[config.mk]
export PLATFORM = sky130hd
export DESIGN_NAME = clk_div_bank
export DESIGN_NICKNAME = d
export VERILOG_FILES = /design/src/rtl/clk_div_bank_pkg.sv /design/src/rtl/clk_div_bank_chan.sv /design/src/rtl/clk_div_bank.sv
export SDC_FILE = /design/constraint.sdc
export NUM_CORES = 1
export LEC_CHECK = 0
export ABC_CLOCK_PERIOD_IN_PS = 13860
export CORE_MARGIN = 5
export CORE_UTILIZATION = 25
export CTS_CLUSTER_DIAMETER = 120
export DETAILED_ROUTE_END_ITERATION = 8
export PLACE_DENSITY = 0.48
export SYNTH_ARGS = -nofsm -noshare
export SYNTH_HDL_FRONTEND = slang
export SYNTH_SLANG_ARGS = --single-unit
[constraint.sdc]
create_clock -name sys_clk -period 13.86 [get_ports sys_clk]
set_clock_uncertainty 0.15 [all_clocks]
set_input_delay 2.772 -clock sys_clk [delete_from_list [all_inputs] [get_ports sys_clk]]
set_output_delay 2.772 -clock sys_clk [all_outputs]
set_load 0.1 [all_outputs]
[src/rtl/clk_div_bank_pkg.sv]
// Shared constants and helpers for the clock divider bank.
package clk_div_bank_pkg;

   localparam int unsigned MIN_RATIO = 2;

   // High-phase length of a divide-by-n period; odd ratios get the extra high cycle.
   function automatic logic [31:0] ceil_half(input logic [31:0] n);
      return (n >> 1) + {31'd0, n[0]};
   endfunction

endpackage

[src/rtl/clk_div_bank_chan.sv]
// One divider channel: a counter that wraps at the active ratio, a pending ratio
// slot, and duty/strobe outputs decoded from the counter's next state.
module clk_div_chan
   import clk_div_bank_pkg::*;
#(
   parameter int CNT_W     = 16,
   parameter int RST_RATIO = 50
) (
   input  logic             sys_clk,
   input  logic             sys_rst_n,
   input  logic             en,
   input  logic             sync_start,
   input  logic             cfg_load,
   input  logic [CNT_W-1:0] cfg_ratio,
   output logic             clk_out,
   output logic             stb,
   output logic             cfg_err
);

   logic [CNT_W-1:0] cnt, ratio, pend_ratio;
   logic [CNT_W-1:0] cnt_nxt, ratio_nxt, pend_ratio_nxt, load_val;
   logic             pend, pend_nxt, run;
   logic             bad, restart, wrap, apply;

   always_comb begin
      bad      = cfg_ratio < CNT_W'(MIN_RATIO);
      load_val = bad ? CNT_W'(MIN_RATIO) : cfg_ratio;
      // run is low on the first enabled edge, so the counter starts from 0 then
      restart  = en && (sync_start || !run);
      wrap     = en && run && !sync_start && (cnt == ratio - CNT_W'(1));
      apply    = !en || restart || wrap;

      pend_ratio_nxt = cfg_load ? load_val : pend_ratio;
      pend_nxt       = pend || cfg_load;
      ratio_nxt      = ratio;
      // A load in the same cycle as an apply point passes straight through.
      if (apply && pend_nxt) begin
         ratio_nxt = pend_ratio_nxt;
         pend_nxt  = 1'b0;
      end

      cnt_nxt = apply ? '0 : cnt + CNT_W'(1);
   end

   always_ff @(posedge sys_clk or negedge sys_rst_n) begin
      if (!sys_rst_n) begin
         cnt        <= '0;
         ratio      <= CNT_W'(RST_RATIO);
         pend_ratio <= CNT_W'(RST_RATIO);
         pend       <= 1'b0;
         run        <= 1'b0;
         clk_out    <= 1'b0;
         stb        <= 1'b0;
         cfg_err    <= 1'b0;
      end else begin
         cnt        <= cnt_nxt;
         ratio      <= ratio_nxt;
         pend_ratio <= pend_ratio_nxt;
         pend       <= pend_nxt;
         run        <= en;
         clk_out    <= en && (32'(cnt_nxt) < ceil_half(32'(ratio_nxt)));
         stb        <= en && (cnt_nxt == ratio_nxt - CNT_W'(1));
         if (cfg_load)
            cfg_err <= bad;
      end
   end

endmodule

[src/rtl/clk_div_bank.sv]
// Bank of independent integer clock dividers sharing one phase-restart pulse.
// clk_out is plain data on sys_clk; consumers should prefer the stb enables.
module clk_div_bank
   import clk_div_bank_pkg::*;
#(
   parameter int CH_NUM    = 3,
   parameter int CNT_W     = 16,
   parameter int RST_RATIO = 50
) (
   input  logic                    sys_clk,
   input  logic                    sys_rst_n,
   input  logic [CH_NUM-1:0]       en,
   input  logic                    sync_start,
   input  logic [CH_NUM-1:0]       cfg_load,
   input  logic [CH_NUM*CNT_W-1:0] cfg_ratio,
   output logic [CH_NUM-1:0]       clk_out,
   output logic [CH_NUM-1:0]       stb,
   output logic [CH_NUM-1:0]       cfg_err
);

   for (genvar i = 0; i < CH_NUM; i++) begin : g_chan
      clk_div_chan #(
         .CNT_W     (CNT_W),
         .RST_RATIO (RST_RATIO)
      ) u_chan (
         .sys_clk    (sys_clk),
         .sys_rst_n  (sys_rst_n),
         .en         (en[i]),
         .sync_start (sync_start),
         .cfg_load   (cfg_load[i]),
         .cfg_ratio  (cfg_ratio[i*CNT_W +: CNT_W]),
         .clk_out    (clk_out[i]),
         .stb        (stb[i]),
         .cfg_err    (cfg_err[i])
      );
   end

endmodule

==> results of run 1 <==
-- state kept, by name, indices dropped and copies added, names as in the netlist --
| name | count |
|---|---|
| g_chan.u_chan.cfg_err | 3 |
| g_chan.u_chan.stb | 3 |
| g_chan.u_chan.pend | 3 |
| g_chan.u_chan.run | 3 |
| g_chan.u_chan.clk_out | 3 |
| g_chan.u_chan.ratio | 48 |
| g_chan.u_chan.cnt | 48 |
| g_chan.u_chan.pend_ratio | 48 |
-- through the flow --
step	utilization, %	power (mW)
after global routing	28.9	1.52
after detailed placement	27.7	0.969
after global placement	27.7	0.968
after CTS	28.9	1.46
after floorplan	-	0.843
final	28.9	1.44
-- cell type report --
class / instances / share of cell area, %
multi-input cells: 1168 / 55.5
clock buffers: 17 / 2.93
well taps: 672 / 5.79
clock inverters: 15 / 1.03
inverters: 75 / 1.94
repair buffers: 80 / 5.27
flip-flops and latches: 159 / 27.6
-- per-layer routing --
layer	vias up	global-route usage, %
met5	-	0
met2	236	23.6
met4	0	3.82
met3	33	2.79
met1	5410	19.1
li1	5360	-
-- worst min-delay path: stages, from the launching register on --
cell     delay [ns]
dfrtp_1        0.35
nor2_1         0.04
nor2_1         0.07
-- power by group --
group / switching [mW] / leakage [nW] / internal [mW]
combinational: 0.238 / 3.58 / 0.160
clock: 0.221 / 0.276 / 0.251
sequential: 0.0597 / 1.97 / 0.506
total: 0.518 / 5.83 / 0.917
-- kinds of logic after synthesis --
| family | Yosys count | share of synthesized area (%) |
|---|---|---|
| and+or+nand+nor | 579 | 24.0 |
| AOI/OAI and AO/OA | 273 | 14.6 |
| buffers and inverters | 161 | 5.27 |
| DFF | 159 | 31.4 |
| xor gates and xnor gates | 177 | 12.2 |
| adders and majority gates | 60 | 5.90 |
| muxes | 79 | 6.56 |
-- layout by cell type (no fill, tap or decap), types with 9 or more instances in the layout --
master / synthesis / final
xnor2_1: 104 / 104
a21o_1: 20 / 20
mux2_2: 33 / 33
and2_1: 10 / 10
and3_1: 22 / 22
a211oi_1: 11 / 11
nand3_1: 64 / 64
xor2_1: 72 / 72
a21oi_1: 65 / 65
inv_1: 75 / 75
or4_1: 9 / 9
nand3b_1: 15 / 15
o211ai_1: 13 / 13
or3_1: 16 / 16
dfrtp_1: 141 / 141
a31oi_1: 14 / 14
clkdlybuf4s50_1: 0 / 64
dfstp_2: 18 / 18
nor4_1: 22 / 22
nand2b_1: 14 / 14
nand2_1: 78 / 78
o21ai_0: 50 / 49
clkbuf_16: 0 / 17
buf_4: 10 / 15
mux2i_1: 44 / 44
nor3_1: 61 / 61
a22o_1: 9 / 9
ha_1: 60 / 60
nor2b_1: 35 / 35
nor2_1: 152 / 152
o22ai_1: 12 / 12
nand4_1: 35 / 35
-- final timing paths --
kind                                            from                        endpoint  slack [ns]  cells past startpoint
hold / removal              g_chan[2].u_chan.cfg_err        g_chan[2].u_chan.cfg_err        0.35                      2
setup reg to reg           g_chan[1].u_chan.ratio[2]        g_chan[1].u_chan.clk_out        7.14                     24
hold reg to reg             g_chan[2].u_chan.cfg_err        g_chan[2].u_chan.cfg_err        0.35                      2
max in group asynchronous                  sys_rst_n      g_chan[0].u_chan.ratio[13]        9.83                      2
setup / recovery                         cfg_load[1]        g_chan[1].u_chan.clk_out        6.37                     21
min in group asynchronous                  sys_rst_n  g_chan[1].u_chan.pend_ratio[6]        2.22                      1
==> results.toml, run 1 <==
[run_status]
status = "finished clean"

[timing]
finalMaxSlewViolations = 0
setup_violations = 0
hold_viol = 0
timing.hold.ws_ns = 0.353
worst_pin_slew_ns = 0.983
max_freq_ghz = 0.134
worst_slack_ns = 6.37
slew_headroom_pct = 34.3
tns_ns = 0
rsz0062_at_grt = "no"
fin_crit_sh_pct = 54.0
finalCriticalPeriod_ns = 7.49

[yosys]
synth_fp_nets = 1605
yosys.cell_types.count = 85
synth_common_cells = "nor2_1 (152), dfrtp_1 (141), xnor2_1 (104)"
ys_warn_count = 0
synth_area_sq_mm = 0.0127
synth_top_area_cell = "dfrtp_1"
synth_edf_count = 0
yosysTopAreaCellShare_pct = 27.7
avgSynthCellArea_sq_um = 8.55
yosys_register_bits = 159
synthTopCellsByArea = "dfrtp_1 (28%), xnor2_1 (7.2%), ha_1 (5.9%)"
synth_most_common_cell = "nor2_1"
synthCells = 1488
async_flop_share_pct = 100
ys_seq_area_share_pct = 31.4
yosys_most_used_dff = "dfrtp_1"

[final_layout]
multi_input_area_sq_mm = 0.00806
n_fill_cell = 5366
drive_gt1_share_pct = 8.19
stdcell_area_sq_mm = 0.0145
syn2layout_area_growth_pct = 14.1
instances_no_fill = 2186
final_nets = 1618
seq_area_sq_mm = 0.00400
n_antenna_cell = 0

[global_routing]
antenna_found_initial = 0
grt_max_degree = 92
gr-total-overflow = 0
grt_pass1_vias = 10993
grtUsageTotal_pct = 14.3
grt_pass1_wl_mm = 63.6

[routing]
drt-total-wl_mm = 39.6
highest_layer = "met4"
vias_per_cell = 5.05
wl_met3_mm = 1.38
drc_errors = 0
ant_nets = 0
drt-initial-drc-count = 851
num_vias = 11039
routedWlPerCell_um = 18.1
first_pass_iters = 5
met2_length_mm = 18.7
wl_met1_mm = 18.9

[placed_design]
dpl.hpwl_mm = 30.7
numPortBuffers = 65
dp_slack_ns = 5.94
place_area_sq_mm = 0.0139
place_congestion = 0.882
dp.cells = 2154

[clocking]
cts_resized = 0
cts_buffers = 17
worstSkewPairLatency_ns = 0.48
cts_sinks = 159
postCtsSetupBuffers = 0
ctsHtreeMaxLevel = 4
clk_pin_slew_ns = 0.06
cts_tree = "yes"
clk_path_buf_depth = 2
cts_hold_buf = 0
cts_root_buf = "clkbuf_16"

[hold_path]
min_path_type = "reg -> reg"

[critical_path]
slowest_stage = "clkdlybuf4s50_1"
worstSetupPathType = "in -> reg"
max_stage_delay_ns = 0.97
crit_buf_inv = 2
start_kind = "primary input"
worstPathCellList = "clkdlybuf4s50_1, nor2_1, a21oi_4, mux2i_1, inv_1, ha_1, ha_1, and4_1, and2_1, nand2_1, xnor2_1, ha_1, a21oi_1, nor2b_1, o21ai_0, nand2b_1, a21oi_1, nor2b_1, o21ai_0, nand3b_1, a21oi_1"
worst_ep_required_time_ns = 14.10
path_delay_family = "compound AO/OA/AOI/OAI gates"
critPathMaxFanout = 24
crit_arrival_ns = 7.73
cp-end-kind = "flop"

[floorplan]
io_pins = 66
rows = 82
die_h_um = 236
die_w_um = 236
core-area_sq_mm = 0.0503
start_util_pct = 25.3
die-area_sq_mm = 0.0555

[power_and_ir_drop]
p_leak_nw = 5.83
ir_worst_vdd_v = 0.0000918
power-per-cell-area_mw_per_mm2 = 98.9

[job]
max_cap_viol_count = 0
(Power assumes the default switching activity.)
==> inputs of run 2 (changes only) <==
ABC_CLOCK_PERIOD_IN_PS = 7700   (was 13860)
clock period = 7.7 ns   (was 13.86 ns; I/O delays follow)
==> run 2 against run 1 <==
Net effect: wire length is 1.4% higher; non-clock buffer count increased by 5; global-route usage is 0.24 points higher; final cell count increased by 0.23%; largest power group unchanged.
==> results.toml, run 2 (synthesis gave the netlist of run 1 again) <==
[clocking]
cts_sinks = 159
clk_pin_slew_ns = 0.07
cts_resized = 0
cts_buffers = 17
cts_tree = "yes"
postCtsSetupBuffers = 0
clk_path_buf_depth = 2
ctsHtreeMaxLevel = 4
worstSkewPairLatency_ns = 0.50
cts_hold_buf = 0
cts_root_buf = "clkbuf_16"

[timing]
rsz0062_at_grt = "no"
tns_ns = 0
setup_violations = 0
finalCriticalPeriod_ns = 6.43
finalMaxSlewViolations = 0
worst_pin_slew_ns = 0.997
slew_headroom_pct = 33.3
fin_crit_sh_pct = 83.5
hold_viol = 0
max_freq_ghz = 0.156

[run_status]
status = "finished clean"

[power_and_ir_drop]
power_mw = 2.64
pwr-share-seq_pct = 38.7
pwr-share-comb_pct = 27.3
power.switching_mw = 0.921
power-per-cell-area_mw_per_mm2 = 181
p_int_mw = 1.72
clkPwrFrac_pct = 34.0
p_leak_nw = 5.87
switching_share_pct = 34.9
ir_worst_vdd_v = 0.000214

[placed_design]
numPortBuffers = 65
place_congestion = 0.917
dpl.hpwl_mm = 31.3

[critical_path]
worstSetupPathType = "reg -> reg"
critPathMaxFanout = 24
worst_ep_required_time_ns = 7.96
ff2ff_setup_slack_ns = 1.27
crit_arrival_ns = 6.69
start_kind = "flop"
cp-end-kind = "flop"

[global_routing]
grt_pass1_wl_mm = 63.9
grtUsageTotal_pct = 14.5
antenna_found_initial = 0
grt_pass1_vias = 11158
grt_max_degree = 85
gr-total-overflow = 0

[final_layout]
final_cell_mix = "nor2_1 (152), dfrtp_1 (141), xnor2_1 (104), nand2_1 (78), inv_1 (75)"
final_nets = 1623
reg_top3 = "g_chan.u_chan.cnt (48), g_chan.u_chan.pend_ratio (48), g_chan.u_chan.ratio (48)"
drive_gt1_share_pct = 8.36
syn2layout_area_growth_pct = 14.6
fin_util_pct = 29.0
n_antenna_cell = 0
final_common_cell = "nor2_1"
n_fill_cell = 5381

[routing]
drc_errors = 0
vias_per_cell = 5.09
drt-total-wl_mm = 40.2
drt-initial-drc-count = 834
num_vias = 11142
ant_nets = 0
routedWlPerCell_um = 18.3
first_pass_iters = 8

[job]
max_cap_viol_count = 0

[floorplan]
die-area_sq_mm = 0.0555
core-area_sq_mm = 0.0503
die_h_um = 236
rows = 82
die_w_um = 236
io_pins = 66
start_util_pct = 25.3

[hold_path]
min_path_type = "reg -> reg"
==> run 2: cell type report <==
cell class | instances | area (sq um) | share of cell area [%]
tap | 672 | 841 | 5.77
multi-input combinational | 1168 | 8060 | 55.2
timing repair buffer | 85 | 802 | 5.50
sequential | 159 | 4000 | 27.4
clock buffer | 20 | 447 | 3.06
inverter | 75 | 282 | 1.93
clock inverter | 12 | 155 | 1.06
==> run 2: through the flow <==
stage	setup slack [ns]	instances	hold WS, ns	instance area [sq um]
after CTS	1.30	2191	0.352	14600
after global placement	1.43	2159	0.332	14000
after detailed placement	1.34	2159	0.337	14000
after global routing	0.748	2191	0.368	14600
final	1.27	2191	0.350	14600
after floorplan	2.11	1488	0.311	12700
==> run 2: power by group through the flow <==
| stage | sequential (mW) | combinational, mW | clock [mW] |
|---|---|---|---|
| 3_3_place_gp | 1.03 | 0.716 | 0 |
| 6_report | 1.02 | 0.721 | 0.898 |
| 3_5_place_dp | 1.03 | 0.719 | 0 |
| 2_1_floorplan | 0.959 | 0.559 | 0 |
| 4_1_cts | 1.02 | 0.723 | 0.935 |
| 5_1_grt | 1.03 | 0.799 | 0.965 |
==> run 2: worst paths after layout <==
path / start / depth (start not counted) / end
setup reg to reg: g_chan[1].u_chan.ratio[3] / 24 / g_chan[1].u_chan.clk_out
setup / recovery: g_chan[1].u_chan.ratio[3] / 24 / g_chan[1].u_chan.clk_out
hold reg to reg: g_chan[0].u_chan.pend_ratio[14] / 1 / g_chan[0].u_chan.pend_ratio[14]
max in group asynchronous: sys_rst_n / 2 / g_chan[0].u_chan.ratio[14]
hold / removal: g_chan[0].u_chan.pend_ratio[14] / 1 / g_chan[0].u_chan.pend_ratio[14]
min in group asynchronous: sys_rst_n / 1 / g_chan[1].u_chan.pend_ratio[14]
==> run 2: routing by layer <==
| layer | track usage (%) | wire length [um] |
|---|---|---|
| met5 | 0 | 0 |
| met4 | 5.03 | 882 |
| met3 | 2.89 | 1740 |
| met2 | 23.1 | 18600 |
| met1 | 19.7 | 19000 |
==> run 2: worst max-delay path, stage by stage (launching register included) <==
cell,delay (ns)
dfrtp_1,0.52
or4_1,0.71
nor3_1,0.25
a32oi_1,0.11
a221oi_1,0.51
o2111ai_4,0.41
a21oi_4,0.71
mux2i_1,0.45
inv_1,0.14
ha_1,0.28
ha_1,0.24
and4_1,0.20
and2_1,0.18
nand2_1,0.09
xnor2_1,0.11
ha_1,0.26
a21oi_1,0.16
nor2b_1,0.06
o21ai_0,0.16
nand2b_1,0.08
a21oi_1,0.14
nor2b_1,0.05
o21ai_0,0.14
nand3b_1,0.09
a21oi_1,0.13
